$ cat src/rtl/fpu_issue.sv
// fpu_issue: hands one operation to a selectable FPU unit and waits for its result.
// Define FPU_ISSUE_TIMEOUT_EN to add a WAIT timeout that returns quiet NaN and pulses err.
module fpu_issue #(
    parameter int TIMEOUT = 64,
    parameter int NUNIT   = 4
) (
    input  logic                     clk,
    input  logic                     rstn,
    input  logic                     req,
    input  logic [$clog2(NUNIT)-1:0] op,
    input  logic [31:0]              a,
    input  logic [31:0]              b,
    output logic                     busy,
    output logic                     done,
    output logic [31:0]              result,
`ifdef FPU_ISSUE_TIMEOUT_EN
    output logic                     err,
`endif
    output logic [31:0]              fu_x1,
    output logic [31:0]              fu_x2,
    output logic [$clog2(NUNIT)-1:0] fu_sel,
    output logic                     fu_ready,
    input  logic                     fu_valid,
    input  logic [31:0]              fu_y
);

    typedef enum logic [1:0] {
        S_IDLE,
        S_ISSUE,
        S_WAIT,
        S_DONE
    } state_t;

    state_t                     r_state;
    state_t                     w_next;
    logic                       w_capture;
    logic                       r_busy;
    logic                       r_done;
    logic                       r_fu_ready;
    logic [31:0]                r_result;
    logic [31:0]                r_fu_x1;
    logic [31:0]                r_fu_x2;
    logic [$clog2(NUNIT)-1:0]   r_fu_sel;

`ifdef FPU_ISSUE_TIMEOUT_EN
    localparam logic [7:0]  TMO  = 8'(TIMEOUT);
    localparam logic [31:0] QNAN = 32'h7FC0_0000;

    logic [7:0] r_cnt;
    logic       r_err;
    logic       w_abort;
    logic       w_cnt_last;

    // True during the last WAIT cycle allowed before the abort.
    assign w_cnt_last = (r_cnt == TMO - 8'd1);
`else
    logic w_unused_timeout;
    assign w_unused_timeout = ^TIMEOUT;
`endif

    // NOTE: sequential state uses non-blocking (<=) so every flop samples pre-edge values.
    always_ff @(posedge clk or negedge rstn) begin
        if (!rstn) r_state <= S_IDLE;
        else       r_state <= w_next;
    end

    // NOTE: every signal written here gets a default first, so no latch can be inferred.
    always_comb begin
        w_next    = r_state;
        w_capture = 1'b0;
`ifdef FPU_ISSUE_TIMEOUT_EN
        w_abort   = 1'b0;
`endif
        case (r_state)
            S_IDLE: begin
                if (req) w_next = S_ISSUE;
            end
            S_ISSUE, S_WAIT: begin
                if (fu_valid) begin
                    w_next    = S_DONE;
                    w_capture = 1'b1;
                end else if (r_state == S_ISSUE) begin
                    w_next = S_WAIT;
                end
`ifdef FPU_ISSUE_TIMEOUT_EN
                else if (w_cnt_last) begin
                    w_next  = S_DONE;
                    w_abort = 1'b1;
                end
`endif
            end
            S_DONE:  w_next = S_IDLE;
            default: w_next = S_IDLE;
        endcase
    end

    // Status outputs are flops loaded from the next state, so they align with r_state.
    always_ff @(posedge clk or negedge rstn) begin
        if (!rstn) begin
            r_busy     <= 1'b0;
            r_done     <= 1'b0;
            r_fu_ready <= 1'b0;
            r_result   <= 32'h0;
            r_fu_x1    <= 32'h0;
            r_fu_x2    <= 32'h0;
            r_fu_sel   <= '0;
        end else begin
            r_busy     <= (w_next != S_IDLE);
            r_done     <= (w_next == S_DONE);
            r_fu_ready <= (w_next == S_ISSUE);
            if (r_state == S_IDLE && req) begin
                r_fu_x1  <= a;
                r_fu_x2  <= b;
                r_fu_sel <= op;
            end
            if (w_capture) r_result <= fu_y;
`ifdef FPU_ISSUE_TIMEOUT_EN
            if (w_abort) r_result <= QNAN;
`endif
        end
    end

`ifdef FPU_ISSUE_TIMEOUT_EN
    always_ff @(posedge clk or negedge rstn) begin
        if (!rstn) begin
            r_cnt <= 8'd0;
            r_err <= 1'b0;
        end else begin
            r_err <= w_abort;
            if (w_next == S_ISSUE)
                r_cnt <= 8'd0;
            else if (r_state == S_WAIT && r_cnt != TMO)
                r_cnt <= r_cnt + 8'd1;
        end
    end

    assign err = r_err;
`endif

    assign busy     = r_busy;
    assign done     = r_done;
    assign fu_ready = r_fu_ready;
    assign result   = r_result;
    assign fu_x1    = r_fu_x1;
    assign fu_x2    = r_fu_x2;
    assign fu_sel   = r_fu_sel;

endmodule

$ cat config.mk
export PLATFORM = sky130hd
export DESIGN_NAME = fpu_issue
export DESIGN_NICKNAME = d
export VERILOG_FILES = /design/src/rtl/fpu_issue.sv
export SDC_FILE = /design/constraint.sdc
export NUM_CORES = 1
export LEC_CHECK = 0
export BUFFER_PORTS_ARGS = -buffer_cell sky130_fd_sc_hd__clkbuf_2
export CORE_ASPECT_RATIO = 1.1
export CORE_MARGIN = 2
export CORE_UTILIZATION = 41
export DETAILED_ROUTE_END_ITERATION = 16
export PLACE_DENSITY_LB_ADDON = 0.05
export SYNTH_ARGS = -nofsm -noshare
export SYNTH_HDL_FRONTEND = slang
export SYNTH_SLANG_ARGS = --single-unit
$ cat constraint.sdc
create_clock -name clk -period 1.65 [get_ports clk]
set_input_delay 0.165 -clock clk [delete_from_list [all_inputs] [get_ports clk]]
set_output_delay 0.165 -clock clk [all_outputs]
set_load 0.01 [all_outputs]
== Word-level counts from Yosys, hierarchy flattened ==
Index checks and enable logic that the tools add are counted.
Word-level totals
  bits in writable memories: 0
  register bits: 103
  memories kept: 0
  ROM bits: 0
  bits in latches: 0
  bits of input ports: 102
Cells by class
  add/sub/neg operators: 0
  div/mod/pow operators: 0
  multipliers: 0
  $lt $le $gt $ge: 0
  reductions and logical operators: 4
  equal/unequal tests: 5
  bitwise gates (word level): 0
  mux-type cells: 6
  shift-type cells: 0
Operators with widths (number)
  $eq A2 B2 Y1 const B: 3
  $mux W2: 3
  $pmux W2 S3: 1
  $eq A2 B1 Y1 const B: 2
  $logic_not A2 Y1: 1
  $mux W1: 2
  $reduce_bool A2 Y1: 1
  $reduce_or A2 Y1: 1
  $logic_and A1 B1 Y1: 1

== Longest topological paths before layout ==
Gate-level depths: netlist of run 1.
  word-level depth: 5
  depth in mapped cells: 6

== Least setup slack after synthesis of run 1 ==
Ideal clock, no wire load.
  kind: register -> register
  start: register r_state[0]
  end: register r_result[0] (netlist: result[0])
  required time: 1525 ps
  path slack: 77 ps
  buffers on the path: 1
  stages on the path, launching flop included: 6
  library setup time: 125 ps
  arrival: 1448 ps
  cells stage by stage: dfrtp_1 inv_1 ha_1 nand2_1 buf_2 mux2_2
Between the ends
  cells in the longest elaborated chain, start to end: 3
RTL lines
  start, declared: line 34  | state_t r_state;
  start signal, assigned: line 64  | else r_state <= w_next;
  $eq A2 B1 Y1 / $eq A2 B2 Y1 (equally long branches): line 74  | case (r_state)
  $reduce_or A2 Y1 (*): line 74
  $mux W1 (*): line 74
  end signal, assigned: line 116  | if (w_capture) r_result <= fu_y;
  end, declared: line 40  | logic [31:0] r_result;
Every way passes the cells marked *; elsewhere a longest branch is shown, timed or not.
A chain may end at the register's enable or synchronous reset.

== Worst setup path after layout of run 1 ==
  start: register r_state[1]
  end: register r_result[15] (netlist: result[15])
Same word-level chain as after synthesis.

==> impl_results.md, run 1 <==
- Outcome: finished, final reports clean
- Placed Area: 0.005278 sq mm
- Clock sink total: 103
- Worst-path maximum fanout: 16
- WP data arrival: 1770 ps
- RSZ-0062 raised after global routing: no
- Post-DP HPWL: 6363 um
- DR vias: 2,628
- Xor and xnor area share after synthesis: 0
- Area Overhead vs Synth: 36.39%
- Cts bufs inserted: 9
- NetSw: 3667 uW
- CTS tree: yes
- Met1 GRT Util: 0.2118
- Share of cells above drive strength 1: 0.7289
- Worst slew pin tran: 540.0 ps
- Cell taking the most area after synthesis: dfrtp_1
- Root Driver: clkbuf_8
- Met2 usage: 0.2522
- Pins over their slew limit: 0
- Int Pwr: 7314 uW
- WL final: 8569 um
- Placer Congestion: 0.7227
- Global-route wire length before repair: 13,540 um
- H-tree Lvls: 3
- Fmax achieved: 655.1 MHz
- Net total in the final layout: 550
- Busiest grt layer: met2
- Required time of the worst setup path: 1890 ps
- Compound-gate portion of the synthesized area: 0.007750
- CP delay by family, top: flip-flops
- Yosys reg bits: 103
- Largest net degree at the start of global routing: 39
- Detailed Route Iter0 Violations: 44
- Lkg Pwr: 0.002921 uW
- # diodes: 0
- CP cell instances: inv_1 > ha_1 > nand2_2 > clkbuf_16 > mux2_2
- Mean post-synth cell area: 17.47 sq um
- Seq/Total Area, Yosys: 0.6386
- Yosys warnings: 0
- Syn_nets: 336
- Vias in the first global route: 2,708
- Clock power frac: 0.137
- Layout fillers: 800
- Core area: 0.009490 sq mm
- Final core utilization: 0.5801
- Max stage delay on crit path: 390 ps
- Die area: 0.01066 sq mm
- Met3 Use GR: 0.04913
- Vias per cell: 4.635
- Final Instance Area: 0.005505 sq mm
- Synth top area cells: dfrtp_1, mux2_2, mux2_4
- Chip height: 108.1 um
- 1st-pass router iterations: 2
- I/O pins: 203
- GRT overflow: 0
- Sw Ratio: 0.3340
- Crit path capture type: flop
- Post-CTS Setup Inserts: 0
- Final Non-Filler Cells: 567
- WL/cell: 15.11 um
- Post-route minimum period: 1527 ps
- Seq pwr share: 0.405
- Worst skew pair latency: 360 ps
- Gr usage total: 0.1619
- Top FF cell, synth: dfrtp_1
- Flop2flop setup slack: 120 ps
- Setup TNS: 0 ps
- Post-synthesis adder-cell area fraction: 0.009299
- Final hold violations: 0
- Clock Skew: 7.144 ps
- Critical path's slowest cell: dfrtp_1
- Combinational power share: 0.457
- Final Cycle Share: 0.9252
- Max clock buf depth: 2
- Synth unique cells: 17
- Reg clk slew, reported paths: 100 ps
- Setup-failing EPs final: 0
- Mapped Area: 0.004036 sq mm
- Starting Density: 0.4253
- Number of synthesized flops with an enable pin: 0
- PD cells: 1995 mW/mm^2
- Min-Delay Path Class: in -> reg
- Crit path buf inv count: 2
- PortBufs: 202
- Synth Instances: 231
- ANT nets after route: 0
- Post-Synth Simple-Gate Area: 0.01178
- Fraction of synthesized area in multiplexers: 0.3106
- Slew HR: 0.6400
- DRC Markers: 0
- Chip Width: 98.61 um
- Setup Crit Path Kind: reg -> reg
- Synth top area share: 0.6386
- Async S/R FF share, synth: 1.000
- VDD IR max: 0.8205 mV
- Worst setup SP type: flop
- Largest family of logic cells by synthesized area: multiplexers
- Initial antenna violation count: 0
- FP Rows: 37
- Max-cap violations: 0
- Placed insts: 549
cells in the final DEF (no fill, tap or decap), drive strengths merged:
cell type,count
nor2b,1
nor2,2
clkinv,2
o32ai,1
buf,10
o21ai,2
clkinvlp,1
dfrtp,103
nand3b,1
nand2b,1
a21oi,1
o21a,1
nor3,1
mux2,98
ha,3
nand2,4
inv,4
dlygate4sd3,1
clkbuf,213
cell usage after synthesis, drive strengths merged, types with 2 or more instances:
library cell  instances
buf                  10
dfrtp               103
ha                    3
inv                   2
mux2                 98
nand2                 4
nor2                  2
o21ai                 2
area by class of cell:
| class | count | area [sq um] | area share |
|---|---|---|---|
| multi-input combinational | 116 | 1380 | 0.2507 |
| clock buffer | 11 | 151.4 | 0.02750 |
| clock inverter | 5 | 38.79 | 0.007045 |
| timing repair buffer | 213 | 1204 | 0.2186 |
| sequential | 103 | 2577 | 0.4682 |
| tap | 117 | 146.4 | 0.02659 |
| inverter | 2 | 7.507 | 0.001364 |
power by group through the flow:
stage / combinational, uW / sequential (uW) / clock (uW)
5_1_grt: 5420 / 4630 / 1660
4_1_cts: 5040 / 4470 / 1570
6_report: 5020 / 4450 / 1510
2_1_floorplan: 2420 / 5110 / 0
3_5_place_dp: 5010 / 4510 / 0
3_3_place_gp: 4980 / 4460 / 0
worst paths after layout:
| kind | to | from | cells after the start |
|---|---|---|---|
| max | result[15] | r_state[1] | 5 |
| min | fu_x1[1] | a[1] | 2 |
| max reg2reg | result[15] | r_state[1] | 5 |
| min reg2reg | result[11] | result[11] | 1 |
| max in group asynchronous | result[13] | rstn | 3 |
| min in group asynchronous | fu_x1[12] | rstn | 2 |
logic make-up (layout without fill, tap and decap cells):
kind of cell	Yosys count	count (layout)
flops	103	103
mux	98	98
buf+inv	12	231
simple gates	10	10
compound gates	5	5
fa+ha+maj	3	3
per-layer routing:
| metal | share of wire | routed length [um] |
|---|---|---|
| met2 | 0.47 | 4015 |
| met5 | 0 | 0 |
| met4 | 0.017 | 146 |
| met1 | 0.43 | 3722 |
| met3 | 0.080 | 685 |
repair_timing:
action	in CTS	in global routing
resized for setup	0	1
hold buffers	1	0
hold endpoints to repair	35	0
endpoints found under the setup margin	0	26
metrics by stage:
step	total power, uW	worst slack [ps]	hold WS, ps
detailed placement	9526	104.4	190.8
finish	10980	123.4	27.96
CTS	11080	82.52	5.460
global route	11710	2.448	3.068
global placement	9437	143.2	184.9
floorplan	7531	77.46	-130.6
registers in the layout (all words and copies together) (netlist names):
| name | flops |
|---|---|
| fu_ready | 1 |
| r_state | 2 |
| fu_x2 | 32 |
| done | 1 |
| fu_sel | 2 |
| busy | 1 |
| fu_x1 | 32 |
| result | 32 |
(Power assumes the default switching activity.)
==> run 2: changes to the inputs <==
--- a/config.mk
+++ b/config.mk
@@ -6,11 +6,13 @@
 export NUM_CORES = 1
 export LEC_CHECK = 0
 export BUFFER_PORTS_ARGS = -buffer_cell sky130_fd_sc_hd__clkbuf_2
+export CELL_PAD_IN_SITES_DETAIL_PLACEMENT = 0
+export CELL_PAD_IN_SITES_GLOBAL_PLACEMENT = 2
 export CORE_ASPECT_RATIO = 1.1
 export CORE_MARGIN = 2
-export CORE_UTILIZATION = 41
+export CORE_UTILIZATION = 27
 export DETAILED_ROUTE_END_ITERATION = 16
-export PLACE_DENSITY_LB_ADDON = 0.05
+export PLACE_DENSITY_LB_ADDON = 0.25
 export SYNTH_ARGS = -nofsm -noshare
 export SYNTH_HDL_FRONTEND = slang
 export SYNTH_SLANG_ARGS = --single-unit
==> impl_results.md, run 2 (synthesis results as in run 1) <==
- Clock Skew: 4.501 ps (was 7.144 ps)
- Vias per cell: 4.106 (was 4.635)
- Chip height: 132.2 um (was 108.1 um)
- Max stage delay on crit path: 370 ps (was 390 ps)
- Required time of the worst setup path: 1880 ps (was 1890 ps)
- Worst setup SP type: flop (unchanged)
- CP startpoint: r_state[1] (unchanged)
- Cts bufs inserted: 9 (unchanged)
- Final WS setup: 115.8 ps (was 123.4 ps)
- Crit path capture type: flop (unchanged)
- ANT nets after route: 0 (unchanged)
- Clock sink total: 103 (unchanged)
- Vias in the first global route: 2,779 (was 2,708)
- Worst slew pin tran: 627.4 ps (was 540.0 ps)
- # diodes: 0 (unchanged)
- FP Rows: 46 (was 37)
- 1st-pass router iterations: 4 (was 2)
- Final hold violations: 0 (unchanged)
- Root Driver: clkbuf_16 (was clkbuf_8)
- H-tree Lvls: 3 (unchanged)
- Outcome: finished, final reports clean (unchanged)
- Commonest non-fill, non-tap cell in the layout: clkbuf_2 (unchanged)
- Flop2flop setup slack: 120 ps (about the same)
- I/O pins: 203 (unchanged)
- DR vias: 2,624 (was 2,628)
- WP data arrival: 1760 ps (was 1770 ps)
- Design Power: 11,600 uW (was 10,980 uW)
- Max clock buf depth: 2 (unchanged)
- WL/cell: 14.07 um (was 15.11 um)
- Min-Delay Path Class: in -> reg (unchanged)
- Worst skew pair latency: 340 ps (was 360 ps)
- Lkg Pwr: 0.002948 uW (was 0.002921 uW)
- Post-route minimum period: 1534 ps (was 1527 ps)
- Largest net degree at the start of global routing: 104 (was 39)
- Worst reg2reg path startpoint: r_state[1] (unchanged)
- Setup-failing EPs final: 0 (unchanged)
- Post-DP HPWL: 6398 um (was 6363 um)
- Placer Congestion: 0.6745 (was 0.7227)
- Setup Crit Path Kind: reg -> reg (unchanged)
- Share of cells above drive strength 1: 0.7226 (was 0.7289)
- WL final: 8991 um (was 8569 um)
- Detailed Route Iter0 Violations: 91 (was 44)
- Setup WS pre-CTS: 102.0 ps (was 104.4 ps)
- PD cells: 2053 mW/mm^2 (was 1995 mW/mm^2)
- Initial antenna violation count: 0 (unchanged)
- Starting Density: 0.2783 (was 0.4253)
- Net total in the final layout: 547 (was 550)
- Critical path endpoint: result[15] (unchanged)
- Global-route wire length before repair: 14,240 um (was 13,540 um)
- Fmax achieved: 651.8 MHz (was 655.1 MHz)
- VDD IR max: 0.6614 mV (was 0.8205 mV)
- Slew HR: 0.5817 (was 0.6400)
- Die area: 0.01594 sq mm (was 0.01066 sq mm)
- RSZ-0062 raised after global routing: no (unchanged)
- R2r endpoint: result[15] (unchanged)
- Most frequent cells in the layout: clkbuf_2, dfrtp_1, mux2_2 (unchanged)
- CP cell instances: inv_1 > ha_1 > nand2_1 > buf_12 > mux2_2 (was inv_1 > ha_1 > nand2_2 > clkbuf_16 > mux2_2)
- Gr usage total: 0.1142 (was 0.1619)
- Path depth of the worst reg2reg path: 5 (unchanged)
- Area Overhead vs Synth: 40.02% (was 36.39%)
- Setup TNS: 0 ps (unchanged)
- Reg clk slew, reported paths: 70 ps (was 100 ps)
- Chip Width: 120.6 um (was 98.61 um)
- PortBufs: 202 (unchanged)
- Final Cycle Share: 0.9298 (was 0.9252)
- Worst-path maximum fanout: 32 (was 16)
- CTS tree: yes (unchanged)
- Core area: 0.01450 sq mm (was 0.009490 sq mm)
- Critical path's slowest cell: dfrtp_1 (unchanged)
- Pins over their slew limit: 0 (unchanged)
- Max-cap violations: 0 (unchanged)
- GRT overflow: 0 (unchanged)
- DRC Markers: 0 (unchanged)
==> run 2: cell count changes in the layout (fill, tap and decap cells not counted) <==
cell and delta:
buf_12 -2, bufinv_16 +1, clkbuf_1 +1, clkbuf_16 +8
clkbuf_8 -8, clkinv_2 +1, clkinv_4 -1, clkinvlp_4 -1
inv_6 -2, nand2_1 +1, nand2_2 -1
==> run 2: how the worst min path moves through the flow <==
stage	startpoint	endpoint	slack [ps]	cells past startpoint
after global placement	rstn	fu_x1[8]	280	2
final	a[1]	fu_x1[1]	50	2
after detailed placement	rstn	fu_x1[8]	280	2
after CTS	a[1]	fu_x1[1]	30	2
after floorplan	rstn	busy	-130	0
after global routing	a[15]	fu_x1[15]	40	2
==> run 2: stage by stage <==
step                      cells  hold slack (ps)  area (sq um)    util
final                       639            48.32          5652  0.3897
after CTS                   639            28.76          5652  0.3897
after floorplan             231           -130.6          4036       -
after detailed placement    622            282.1          5331  0.3676
after global routing        639            37.81          5652  0.3897
after global placement      622            281.8          5331  0.3676
==> run 2: timing repair <==
action                    in CTS  in global routing
hold endpoints to repair     103                  0
buffers inserted               0                  0
hold buffers                   1                  0
resized for setup              0                  0
==> run 2: critical path: cells and delay by family, from the launching register on <==
kind | cells | cell delay [ps]
muxes | 1 | 360
adders and majority gates | 1 | 260
buffers and inverters | 2 | 320
and+or+nand+nor | 1 | 110
DFF | 1 | 370
==> run 2: layout make-up <==
| cell class | instances | area [sq um] |
|---|---|---|
| fill | 1424 | 8852 |
| sequential | 103 | 2577 |
| multi-input combinational | 116 | 1378 |
| timing repair buffer | 210 | 1139 |
| clock buffer | 13 | 270.3 |
| tap | 192 | 240.2 |
| clock inverter | 3 | 40.04 |
| inverter | 2 | 7.507 |
==> run 2: power breakdown <==
| group | internal (uW) | switching, uW |
|---|---|---|
| logic | 2780 | 2170 |
| registers | 3830 | 633 |
| clock network | 1300 | 885 |
==> run 2: routing by layer <==
layer	global-route usage	wire (um)
met1	0.1450	3903
met3	0.03849	820
met5	0	0
met4	0.05233	161
met2	0.1755	4106
